===== config.mk =====
export PLATFORM = sky130hd
export DESIGN_NAME = line_bus_controller_flat
export DESIGN_NICKNAME = d
export VERILOG_FILES = /design/src/rtl/sysbus_pkg.sv /design/src/rtl/line_bus_controller_if.sv /design/src/rtl/line_beat_shifter.sv /design/src/rtl/line_bus_controller.sv /design/src/flat_wrapper.sv
export SDC_FILE = /design/constraint.sdc
export NUM_CORES = 2
export LEC_CHECK = 0
export ABC_CLOCK_PERIOD_IN_PS = 4300
export CAP_MARGIN = 10
export CORE_AREA = 10 10 511 513
export DETAILED_ROUTE_END_ITERATION = 8
export DIE_AREA = 0 0 521 523
export HOLD_SLACK_MARGIN = 0.02
export MAX_ROUTING_LAYER = met4
export SYNTH_ARGS = -nofsm -noshare
export SYNTH_HDL_FRONTEND = slang
export SYNTH_HIERARCHICAL = 1
export SYNTH_SLANG_ARGS = --single-unit
export TNS_END_PERCENT = 30

===== constraint.sdc =====
create_clock -name clk -period 4.3 [get_ports clk]
set_input_delay 0.43 -clock clk [delete_from_list [all_inputs] [get_ports clk]]
set_output_delay 0.43 -clock clk [all_outputs]
set_load 0.1 [all_outputs]

===== src/rtl/sysbus_pkg.sv =====
// System bus definitions shared by the line bus controller, its beat
// shifter and its bench: tag field layout, tag type and device codes,
// and the controller state encoding.
package sysbus_pkg;

    // Tag layout: {type, device[3:0], id[7:0]}
    localparam int TAG_ID_LSB   = 0;
    localparam int TAG_ID_W     = 8;
    localparam int TAG_DEV_LSB  = 8;
    localparam int TAG_DEV_W    = 4;
    localparam int TAG_TYPE_LSB = 12;
    localparam int TAG_W        = 13;

    // The type field is a single bit. Writes never get a response, so on
    // the response channel the write code is reused to mark an invalidate.
    localparam logic READ       = 1'b1;
    localparam logic WRITE      = 1'b0;
    localparam logic INVALIDATE = 1'b0;

    localparam logic [TAG_DEV_W-1:0] MEMORY = 4'b0001;

    typedef enum logic [2:0] {
        IDLE,
        ADDR,
        WDATA,
        RWAIT,
        RECV,
        DONE
    } ctrl_state_t;

    function automatic logic [TAG_W-1:0] make_tag(input logic kind, input logic [TAG_ID_W-1:0] id);
        return {kind, MEMORY, id};
    endfunction

endpackage


===== src/rtl/line_bus_controller_if.sv =====
// System bus port bundle. The controller side drives the request channel
// and the response acknowledge; the memory side drives the rest.
interface line_bus_controller_if #(
    parameter int BUS_DATA_WIDTH = 64,
    parameter int BUS_TAG_WIDTH  = 13
);
    logic                      bus_reqcyc;
    logic                      bus_reqack;
    logic [BUS_DATA_WIDTH-1:0] bus_req;
    logic [BUS_TAG_WIDTH-1:0]  bus_reqtag;
    logic                      bus_respcyc;
    logic                      bus_respack;
    logic [BUS_DATA_WIDTH-1:0] bus_resp;
    logic [BUS_TAG_WIDTH-1:0]  bus_resptag;

    modport master (
        output bus_reqcyc, bus_req, bus_reqtag, bus_respack,
        input  bus_reqack, bus_respcyc, bus_resp, bus_resptag
    );

    modport slave (
        input  bus_reqcyc, bus_req, bus_reqtag, bus_respack,
        output bus_reqack, bus_respcyc, bus_resp, bus_resptag
    );
endinterface


===== src/rtl/line_beat_shifter.sv =====
// Line buffer addressed by beat index: presents the selected beat for
// write bursts and merges incoming beats for read bursts.
module line_beat_shifter #(
    parameter int W      = 64,
    parameter int BEATS  = 8,
    parameter int BEAT_W = 3
) (
    input  logic                 clk,
    input  logic                 rst,
    input  logic                 load,
    input  logic [W*BEATS-1:0]   load_line,
    input  logic                 store,
    input  logic [BEAT_W-1:0]    beat,
    input  logic [W-1:0]         store_word,
    output logic [W-1:0]         beat_word,
    output logic [W*BEATS-1:0]   line_next
);
    logic [W*BEATS-1:0] line_q;

    // Select the current beat and merge a stored beat into the line
    always_comb begin
        beat_word = line_q[int'(beat)*W +: W];
        line_next = line_q;
        if (store) begin
            line_next[int'(beat)*W +: W] = store_word;
        end
    end

    // Line register: a whole-line load wins over a beat store
    always_ff @(posedge clk) begin
        if (rst) begin
            line_q <= '0;
        end else if (load) begin
            line_q <= load_line;
        end else begin
            line_q <= line_next;
        end
    end
endmodule


===== src/rtl/line_bus_controller.sv =====
// Moves one cache line per transaction between the cache arbiter and the
// system bus as an address beat followed by a data burst. Each transaction
// carries a rolling 8-bit id in the bus tag.
// Optional: MEMCTL_INVALIDATE_EN forwards bus invalidations to the cache.
module line_bus_controller
    import sysbus_pkg::*;
#(
    parameter  int BUS_DATA_WIDTH = 64,
    parameter  int BUS_TAG_WIDTH  = 13,
    parameter  int LINE_BYTES     = 64,
    parameter  int ADDR_WIDTH     = 64,
    localparam int LINE_W         = LINE_BYTES * 8
) (
    input  logic                    clk,
    input  logic                    rst,
    input  logic                    req_valid,
    output logic                    req_ready,
    input  logic                    req_wr,
    input  logic [ADDR_WIDTH-1:0]   req_addr,
    input  logic [LINE_W-1:0]       req_data,
    output logic                    resp_valid,
    output logic [LINE_W-1:0]       resp_data,
    output logic                    inv_valid,
    output logic [ADDR_WIDTH-1:0]   inv_addr,
    line_bus_controller_if.master   bus
);
    localparam int BEATS  = LINE_W / BUS_DATA_WIDTH;
    localparam int BEAT_W = (BEATS > 1) ? $clog2(BEATS) : 1;
    localparam logic [BEAT_W-1:0]     LAST_BEAT = BEAT_W'(BEATS - 1);
    localparam logic [ADDR_WIDTH-1:0] ALIGN_MASK = ~(ADDR_WIDTH'(LINE_BYTES - 1));

    ctrl_state_t           state_q, state_d;
    logic [BEAT_W-1:0]     beat_q, beat_d;
    logic [TAG_ID_W-1:0]   id_q;
    logic [ADDR_WIDTH-1:0] addr_q;
    logic                  wr_q;
    logic [LINE_W-1:0]     resp_data_q;

    logic                      latch, store, capture, rd_hit, inv_ack;
    logic                      reqcyc, respack;
    logic [BUS_DATA_WIDTH-1:0] req_word, beat_word;
    logic [BUS_TAG_WIDTH-1:0]  req_tag;
    logic [LINE_W-1:0]         line_next;
    logic                      unused_tag_dev;

    assign unused_tag_dev = ^bus.bus_resptag[TAG_DEV_LSB +: TAG_DEV_W];

    assign rd_hit = bus.bus_respcyc
                 && (bus.bus_resptag[TAG_TYPE_LSB] == READ)
                 && (bus.bus_resptag[TAG_ID_LSB +: TAG_ID_W] == id_q);

    line_beat_shifter #(
        .W      (BUS_DATA_WIDTH),
        .BEATS  (BEATS),
        .BEAT_W (BEAT_W)
    ) u_shifter (
        .clk        (clk),
        .rst        (rst),
        .load       (latch),
        .load_line  (req_data),
        .store      (store),
        .beat       (beat_q),
        .store_word (bus.bus_resp),
        .beat_word  (beat_word),
        .line_next  (line_next)
    );

`ifdef MEMCTL_INVALIDATE_EN
    logic                  inv_valid_q;
    logic [ADDR_WIDTH-1:0] inv_addr_q;

    // Invalidates are taken everywhere except mid read burst and DONE
    assign inv_ack = !rst && bus.bus_respcyc
                  && (bus.bus_resptag[TAG_TYPE_LSB] == INVALIDATE)
                  && (state_q != RECV) && (state_q != DONE);

    // Forward an acked invalidate to the cache one cycle later, line aligned
    always_ff @(posedge clk) begin
        if (rst) begin
            inv_valid_q <= 1'b0;
            inv_addr_q  <= '0;
        end else begin
            inv_valid_q <= inv_ack;
            if (inv_ack) begin
                inv_addr_q <= bus.bus_resp[ADDR_WIDTH-1:0] & ALIGN_MASK;
            end
        end
    end

    assign inv_valid = inv_valid_q;
    assign inv_addr  = inv_addr_q;
`else
    assign inv_ack   = 1'b0;
    assign inv_valid = 1'b0;
    assign inv_addr  = '0;
`endif

    // Next-state and bus outputs; reset forces every strobe low at once
    always_comb begin
        state_d    = state_q;
        beat_d     = beat_q;
        latch      = 1'b0;
        store      = 1'b0;
        capture    = 1'b0;
        req_ready  = 1'b0;
        resp_valid = 1'b0;
        reqcyc     = 1'b0;
        respack    = 1'b0;
        req_word   = '0;
        req_tag    = '0;
        unique case (state_q)
            IDLE: begin
                req_ready = 1'b1;
                if (req_valid) begin
                    latch   = 1'b1;
                    state_d = ADDR;
                end
            end
            ADDR: begin
                reqcyc   = 1'b1;
                req_word = BUS_DATA_WIDTH'(addr_q);
                req_tag  = BUS_TAG_WIDTH'(make_tag(wr_q ? WRITE : READ, id_q));
                if (bus.bus_reqack) begin
                    beat_d  = '0;
                    state_d = wr_q ? WDATA : RWAIT;
                end
            end
            WDATA: begin
                reqcyc   = 1'b1;
                req_word = beat_word;
                req_tag  = BUS_TAG_WIDTH'(make_tag(WRITE, id_q));
                if (bus.bus_reqack) begin
                    if (beat_q == LAST_BEAT) begin
                        beat_d  = '0;
                        state_d = DONE;
                    end else begin
                        beat_d = beat_q + 1'b1;
                    end
                end
            end
            RWAIT, RECV: begin
                if (rd_hit) begin
                    respack = 1'b1;
                    store   = 1'b1;
                    if (beat_q == LAST_BEAT) begin
                        capture = 1'b1;
                        beat_d  = '0;
                        state_d = DONE;
                    end else begin
                        beat_d  = beat_q + 1'b1;
                        state_d = RECV;
                    end
                end
            end
            DONE: begin
                resp_valid = 1'b1;
                state_d    = IDLE;
            end
            default: state_d = IDLE;
        endcase
        if (inv_ack) begin
            respack = 1'b1;
        end
        if (rst) begin
            req_ready  = 1'b0;
            resp_valid = 1'b0;
            reqcyc     = 1'b0;
            respack    = 1'b0;
            req_word   = '0;
            req_tag    = '0;
        end
    end

    // State, beat index, rolling id and latched request fields
    always_ff @(posedge clk) begin
        if (rst) begin
            state_q     <= IDLE;
            beat_q      <= '0;
            id_q        <= '0;
            addr_q      <= '0;
            wr_q        <= 1'b0;
            resp_data_q <= '0;
        end else begin
            state_q <= state_d;
            beat_q  <= beat_d;
            if (latch) begin
                addr_q <= req_addr & ALIGN_MASK;
                wr_q   <= req_wr;
            end
            if (capture) begin
                resp_data_q <= line_next;
            end
            if (state_q == DONE) begin
                id_q <= id_q + 1'b1;
            end
        end
    end

    assign resp_data       = resp_data_q;
    assign bus.bus_reqcyc  = reqcyc;
    assign bus.bus_req     = req_word;
    assign bus.bus_reqtag  = req_tag;
    assign bus.bus_respack = respack;
endmodule


===== src/flat_wrapper.sv =====
// flat-port wrapper written by rule: the top's interface ports become plain ports
module line_bus_controller_flat import sysbus_pkg::*;
#(
    parameter  int BUS_DATA_WIDTH = 64,
    parameter  int BUS_TAG_WIDTH  = 13,
    parameter  int LINE_BYTES     = 64,
    parameter  int ADDR_WIDTH     = 64,
    localparam int LINE_W         = LINE_BYTES * 8
)
  (clk, rst, req_valid, req_ready, req_wr, req_addr, req_data, resp_valid, resp_data, inv_valid, inv_addr, bus_bus_reqcyc, bus_bus_req, bus_bus_reqtag, bus_bus_respack, bus_bus_reqack, bus_bus_respcyc, bus_bus_resp, bus_bus_resptag);
  line_bus_controller_if #(.BUS_DATA_WIDTH(BUS_DATA_WIDTH), .BUS_TAG_WIDTH(BUS_TAG_WIDTH)) bus_i ();
  input  logic clk;
  input  logic rst;
  input  logic req_valid;
  output logic req_ready;
  input  logic req_wr;
  input  logic [ADDR_WIDTH-1:0] req_addr;
  input  logic [LINE_W-1:0] req_data;
  output logic resp_valid;
  output logic [LINE_W-1:0] resp_data;
  output logic inv_valid;
  output logic [ADDR_WIDTH-1:0] inv_addr;
  output wire logic [$bits(bus_i.bus_reqcyc)-1:0] bus_bus_reqcyc;
  output wire logic [$bits(bus_i.bus_req)-1:0] bus_bus_req;
  output wire logic [$bits(bus_i.bus_reqtag)-1:0] bus_bus_reqtag;
  output wire logic [$bits(bus_i.bus_respack)-1:0] bus_bus_respack;
  input wire logic [$bits(bus_i.bus_reqack)-1:0] bus_bus_reqack;
  input wire logic [$bits(bus_i.bus_respcyc)-1:0] bus_bus_respcyc;
  input wire logic [$bits(bus_i.bus_resp)-1:0] bus_bus_resp;
  input wire logic [$bits(bus_i.bus_resptag)-1:0] bus_bus_resptag;
  assign bus_bus_reqcyc = bus_i.bus_reqcyc;
  assign bus_bus_req = bus_i.bus_req;
  assign bus_bus_reqtag = bus_i.bus_reqtag;
  assign bus_bus_respack = bus_i.bus_respack;
  assign bus_i.bus_reqack = bus_bus_reqack;
  assign bus_i.bus_respcyc = bus_bus_respcyc;
  assign bus_i.bus_resp = bus_bus_resp;
  assign bus_i.bus_resptag = bus_bus_resptag;
  line_bus_controller #(.BUS_DATA_WIDTH(BUS_DATA_WIDTH), .BUS_TAG_WIDTH(BUS_TAG_WIDTH), .LINE_BYTES(LINE_BYTES), .ADDR_WIDTH(ADDR_WIDTH)) u_core (.clk(clk), .rst(rst), .req_valid(req_valid), .req_ready(req_ready), .req_wr(req_wr), .req_addr(req_addr), .req_data(req_data), .resp_valid(resp_valid), .resp_data(resp_data), .inv_valid(inv_valid), .inv_addr(inv_addr), .bus(bus_i));
endmodule

**After elaboration in Yosys (flattened, before gate mapping)**

Cells that the tools add are included.

- Register bits: 1097
- Output and inout bits: 658
- Word-level logic and storage cells: 68

- Add/sub/neg operators: 3
- Eq/ne operators: 12
- Shift-type cells: 3
- Mux-type cells: 35
- Reduce and logical (&&, ||, !) cells: 8

Operators by type and width:

| cell | number |
|---|---|
| 2-to-1 mux 512 bit | 2 |
| bitwise mux 512 bit | 1 |
| variable shift 64 x 33 -> 512 bit, first input constant | 1 |
| indexed part select 512 x 10 -> 64 bit | 1 |
| indexed part select 64 x 33 -> 512 bit | 1 |
| case mux 64 bit (2 select lines) | 1 |
| 2-to-1 mux 64 bit | 1 |
| negation 9 -> 33 bit | 1 |
| 2-to-1 mux 3 bit | 9 |
| case mux 13 bit (2 select lines) | 1 |
| 2-to-1 mux 1 bit | 17 |
| 2-to-1 mux 13 bit | 1 |
| case mux 3 bit (4 select lines) | 1 |
| == test 3 bit, second input constant | 3 |
| case mux 3 bit (3 select lines) | 1 |
| adder 8 x 1 -> 8 bit, second input constant | 1 |
| == test 8 bit | 1 |
| == test 3 x 2 -> 1 bit, second input constant | 2 |
| inequality test 2 bit, second input constant | 3 |
| AND reduction 5 bit | 1 |
| inequality test 2 x 1 -> 1 bit, second input constant | 2 |
| AND reduction 4 bit | 1 |
| OR reduction 2 bit | 2 |
| adder 3 x 1 -> 3 bit, second input constant | 1 |
| 4 further kinds | 5 |

**Longest topological paths before layout**

- Depth in word-level cells: 6
- Gate-level depth with buffers: 15

**Hierarchy**

The synthesis kept the hierarchy.

Modules (own cells, without submodules):

| module | times used | cells an instance | area an instance (um^2) | seq. area each (um^2) |
|---|---|---|---|---|
| line_beat_shifter | 1 | 4141 | 38525.7 | 10249.8 |
| line_bus_controller | 1 | 2755 | 21653.3 | 11711.2 |

**Worst setup path before layout**

No wires, ideal clock.

- Kind: register to output
- Start point: reg u_core.state_q[1]
- End point: out bus_bus_reqtag[0]
- Arrival time: 4.040 ns
- Data required time: 3.870 ns
- Slack: -0.170 ns
- Cell stages (with the launch flop): 5
- Buffers on the path: 1
- Cell sequence: dfxtp_1 buf_1 xnor2_1 nor3_1 and2_1

- Word-level cells in the longest chain between the ends: 3
- Elaborated cells on any way between the ends: 4

RTL lines:

| item | RTL line | source |
|---|---|---|
| start: declaration | line_bus_controller.sv:32 | `ctrl_state_t state_q, state_d;` |
| start signal: assignment | line_bus_controller.sv:184 | `state_q <= state_d;` |
| == test 3 x 2 -> 1 bit / == test 3 x 1 -> 1 bit (equally long branches) | line_bus_controller.sv:111 | `unique case (state_q)` |
| case mux 13 bit (2 select lines) * | line_bus_controller.sv:111 |  |
| 2-to-1 mux 13 bit * | line_bus_controller.sv:164 | `if (rst) begin` |
| end: declaration | flat_wrapper.sv:25 | `output wire logic [$bits(bus_i.bus_reqtag)-1:0] bus_bus_reqtag;` |

Mark *: on every way between the ends. The rest lies on a longest branch, timed or not.

**Worst setup path in the final report**

- Start point: reg u_core.beat_q[0]
- End point: out bus_bus_req[58]

- Word-level cells in the longest chain between the ends: 3

RTL lines:

| item | RTL line | source |
|---|---|---|
| start: declaration | line_bus_controller.sv:33 | `logic [BEAT_W-1:0] beat_q, beat_d;` |
| start signal: assignment | line_bus_controller.sv:185 | `beat_q <= beat_d;` |
| indexed part select 512 x 10 -> 64 bit | line_beat_shifter.sv:22 | `beat_word = line_q[int'(beat)*W +: W];` |
| via u_core.beat_word[58] | line_bus_controller.sv:41 | `logic [BUS_DATA_WIDTH-1:0] req_word, beat_word;` |
| case mux 64 bit (2 select lines) | line_bus_controller.sv:111 |  |
| 2-to-1 mux 64 bit | line_bus_controller.sv:164 |  |
| end: declaration | flat_wrapper.sv:24 | `output wire logic [$bits(bus_i.bus_req)-1:0] bus_bus_req;` |

The timed path passes the listed nets, and every way through them passes these cells.

==> impl_metrics.json <==
{
  "worstMarginPinSlew_ns": 1.24,
  "synth-seq-area-share_pct": 36.5,
  "period_share_pct": 95.0,
  "synth.distinct_cells": 59,
  "drv_slew": 0,
  "fp-row-count": 184,
  "cts_made_buffers": 139,
  "synth_flop_cell": "dfxtp_1",
  "maxCapViolations": 0,
  "cts_max_level": 4,
  "grtUsageTotal_pct": 25.6,
  "die-area_sq_mm": 0.272,
  "drive_above_1_share_pct": 19.5,
  "synthToLayoutAreaGrowth_pct": 35.8,
  "endpoint_kind": "output pin",
  "viasPerCell": 5.48,
  "antenna_found_initial": 74,
  "status": "finished, final reports clean",
  "dp.cells": 11100,
  "clockBufferDepth": 3,
  "hold_ws_ns": 0.142,
  "globalplace.congestion": 0.956,
  "grt_pass1_vias": 61400,
  "drt_wl_total_microns": 362000,
  "clk_latency_ns": 0.78,
  "instances_no_fill": 11400,
  "r2r_cells": 11,
  "first_iter_violations": 7107,
  "ctsHoldBuffers": 0,
  "powerDensity_mw_per_mm2": 453,
  "syn_inst": 6896,
  "rrSetupSlack_ns": 0.34,
  "worstSetupPathType": "reg -> out",
  "critical_path_required_ns": 3.87,
  "start_util_pct": 24.0,
  "rr_endpoint": "u_core/resp_data[310]$_SDFFE_PP0P_",
  "startpoint_type": "flip-flop",
  "finalClockSkew_ns": 0.0546,
  "synth_area_per_cell_sq_um": 8.73,
  "cts_root_buffer": "clkbuf_16",
  "ctsResizeCount": 0,
  "min_path_cells": 2,
  "dp_hpwl_microns": 271000,
  "vdd_drop_max_uv": 322,
  "arrival_ns": 3.65,
  "final.min_clock_period_ns": 4.08,
  "ant_nets": 0,
  "routedWlPerCell_microns": 31.9,
  "grt_first_pass_wirelength_microns": 495000,
  "synth-seq-cells": 1097,
  "seq_area_sq_mm": 0.0220,
  "multi_input_area_sq_mm": 0.0347,
  "fmax_ghz": 0.245,
  "cts_tree": "built",
  "drc_errors": 0,
  "design.core.area_sq_mm": 0.250,
  "layout_common_cells": "1365 x nand2_1, 1094 x dfxtp_1, 1064 x clkdlybuf4s50_1",
  "hold_class": "in -> reg",
  "io_pins": 1317,
  "fp.dieH_microns": 523,
  "slew_headroom_pct": 17.1,
  "critPathMaxFanout": 67,
  "cts.sinks": 1097,
  "first_pass_iters": 6,
  "final_common_cell": "nand2_1",
  "ys.warnings.count": 6,
  "hold_viol_final": 0,
  "port_buffers": 1238,
  "hold_end": "u_core/resp_data[80]$_SDFFE_PP0P_",
  "netlist_area_sq_mm": 0.0602,
  "rsz0062_at_grt": "no",
  "hold_path_startpoint": "rst",
  "setup_violations": 0,
  "ys_async_sr_fraction_pct": 0,
  "die_width_microns": 521,
  "num-nets-final": 8517,
  "leakagePower_nw": 27.2,
  "grt_overflow": 0,
  "clkTransAtPathRegs_ns": 0.06,
  "grt_max_degree": 190,
  "vias": 62200,
  "timing.rr.start": "u_core/id_q[0]$_SDFFE_PP0N_",
  "fill_cells": 26100,
  "cts_setup_buffers": 0,
  "synth_edf_count": 0
}
## registers in the layout (all words and copies together) (netlist names)
| signal | cells |
|---|---|
| u_core/state_q | 3 |
| u_core/beat_q | 3 |
| u_core/addr_q | 58 |
| u_core/id_q | 8 |
| u_core/u_shifter/line_q | 512 |
| u_core/resp_data | 512 |
| u_core/wr_q | 1 |
## cells in the mapped netlist (all sizes together) (2+ instances only)
master | number | area share [%]
and3 | 9 | 0.094
nor4b | 65 | 0.95
buf | 296 | 3.2
xnor2 | 9 | 0.13
a21oi | 593 | 4.9
and3b | 3 | 0.044
dfxtp | 1097 | 36
nor3 | 4 | 0.052
mux2 | 425 | 8.0
xor2 | 4 | 0.058
nand2b | 69 | 0.72
a22o | 58 | 0.84
nand3 | 3 | 0.025
clkbuf | 539 | 3.4
inv | 11 | 0.069
a2111oi | 513 | 9.1
and2 | 20 | 0.21
o21ai | 165 | 1.4
nor4bb | 28 | 0.47
mux2i | 9 | 0.15
a211oi | 447 | 5.6
nand4 | 3 | 0.031
or3 | 3 | 0.031
or4 | 2 | 0.031
nor2b | 521 | 5.4
nand3b | 3 | 0.037
ha | 9 | 0.19
nor4 | 4 | 0.042
nand2 | 1365 | 8.5
nor2 | 328 | 2.0
and4b | 59 | 0.98
mux4 | 128 | 4.8
and4bb | 89 | 1.9
## routing by layer
layer,share of wire [%],up-vias,global-route usage (%)
li1,-,26900,-
met1,40,30900,30.9
met2,44,3700,39.5
met3,9.7,774,7.01
met4,5.9,0,12.4
met5,0,-,-
## logic make-up (layout without fill, tap and decap cells)
family	Yosys count	after routing	synth area share [%]
flip-flops	1097	1097	36.5
multiplexers	562	562	12.9
AND/OR/NAND/NOR	2583	2583	21.6
AO/OA/AOI/OAI	1784	1784	22.0
other	1	118	0.00623
buffers and inverters	847	1840	6.60
XOR/XNOR	13	13	0.189
adder cells (fa/ha/maj)	9	9	0.187
## worst max-delay path by stage
stage                             startpoint                                 end  slack [ns]
2_1_floorplan                            rst                           req_ready        0.25
3_3_place_gp              bus_bus_resptag[7]  u_core/resp_data[272]$_SDFFE_PP0P_       -0.11
3_5_place_dp              bus_bus_resptag[7]  u_core/resp_data[272]$_SDFFE_PP0P_       -0.12
4_1_cts        u_core/beat_q[0]$_SDFFE_PP0P_                      bus_bus_req[8]        0.22
5_1_grt        u_core/beat_q[0]$_SDFFE_PP0P_                     bus_bus_req[58]        0.07
6_report       u_core/beat_q[0]$_SDFFE_PP0P_                     bus_bus_req[58]        0.22
## worst max-delay path, stage by stage, from the launching register on
cell,delay [ns]
dfxtp_4,0.57
buf_12,0.37
buf_12,0.42
mux4_2,0.57
nand2_1,0.09
nand2_1,0.19
a22o_1,0.29
buf_12,0.17
## report_power, final
part           switching, W  total (W)  leakage [nW]  internal (W)
logic               0.00669     0.0116          15.9       0.00492
clock network       0.00512     0.0122          2.30       0.00704
registers           0.00157     0.0132          8.96        0.0117
## final cells by class
class,count,share of cell area (%)
Sequential cell,1097,26.9
Clock buffer,199,5.08
Tap cell,3348,5.13
Inverter,12,0.0704
Timing Repair Buffer,1580,19.6
Clock inverter,49,0.645
Multi-Input combinational cell,5019,42.4
Antenna cell,50,0.153
## through the flow
step | power [W] | cell area [sq um] | utilization, % | worst slack [ns] | TNS [ns]
CTS | 0.0369 | 81600 | 32.6 | 0.217 | 0
global route | 0.0384 | 81700 | 32.6 | 0.0717 | 0
detailed placement | 0.0247 | 76900 | 30.7 | -0.121 | -0.161
floorplan | 0.0206 | 60400 | - | 0.250 | 0
global placement | 0.0245 | 76900 | 30.7 | -0.107 | -0.127
finish | 0.0370 | 81700 | 32.6 | 0.217 | 0
Power figures use the tool's default switching activity.
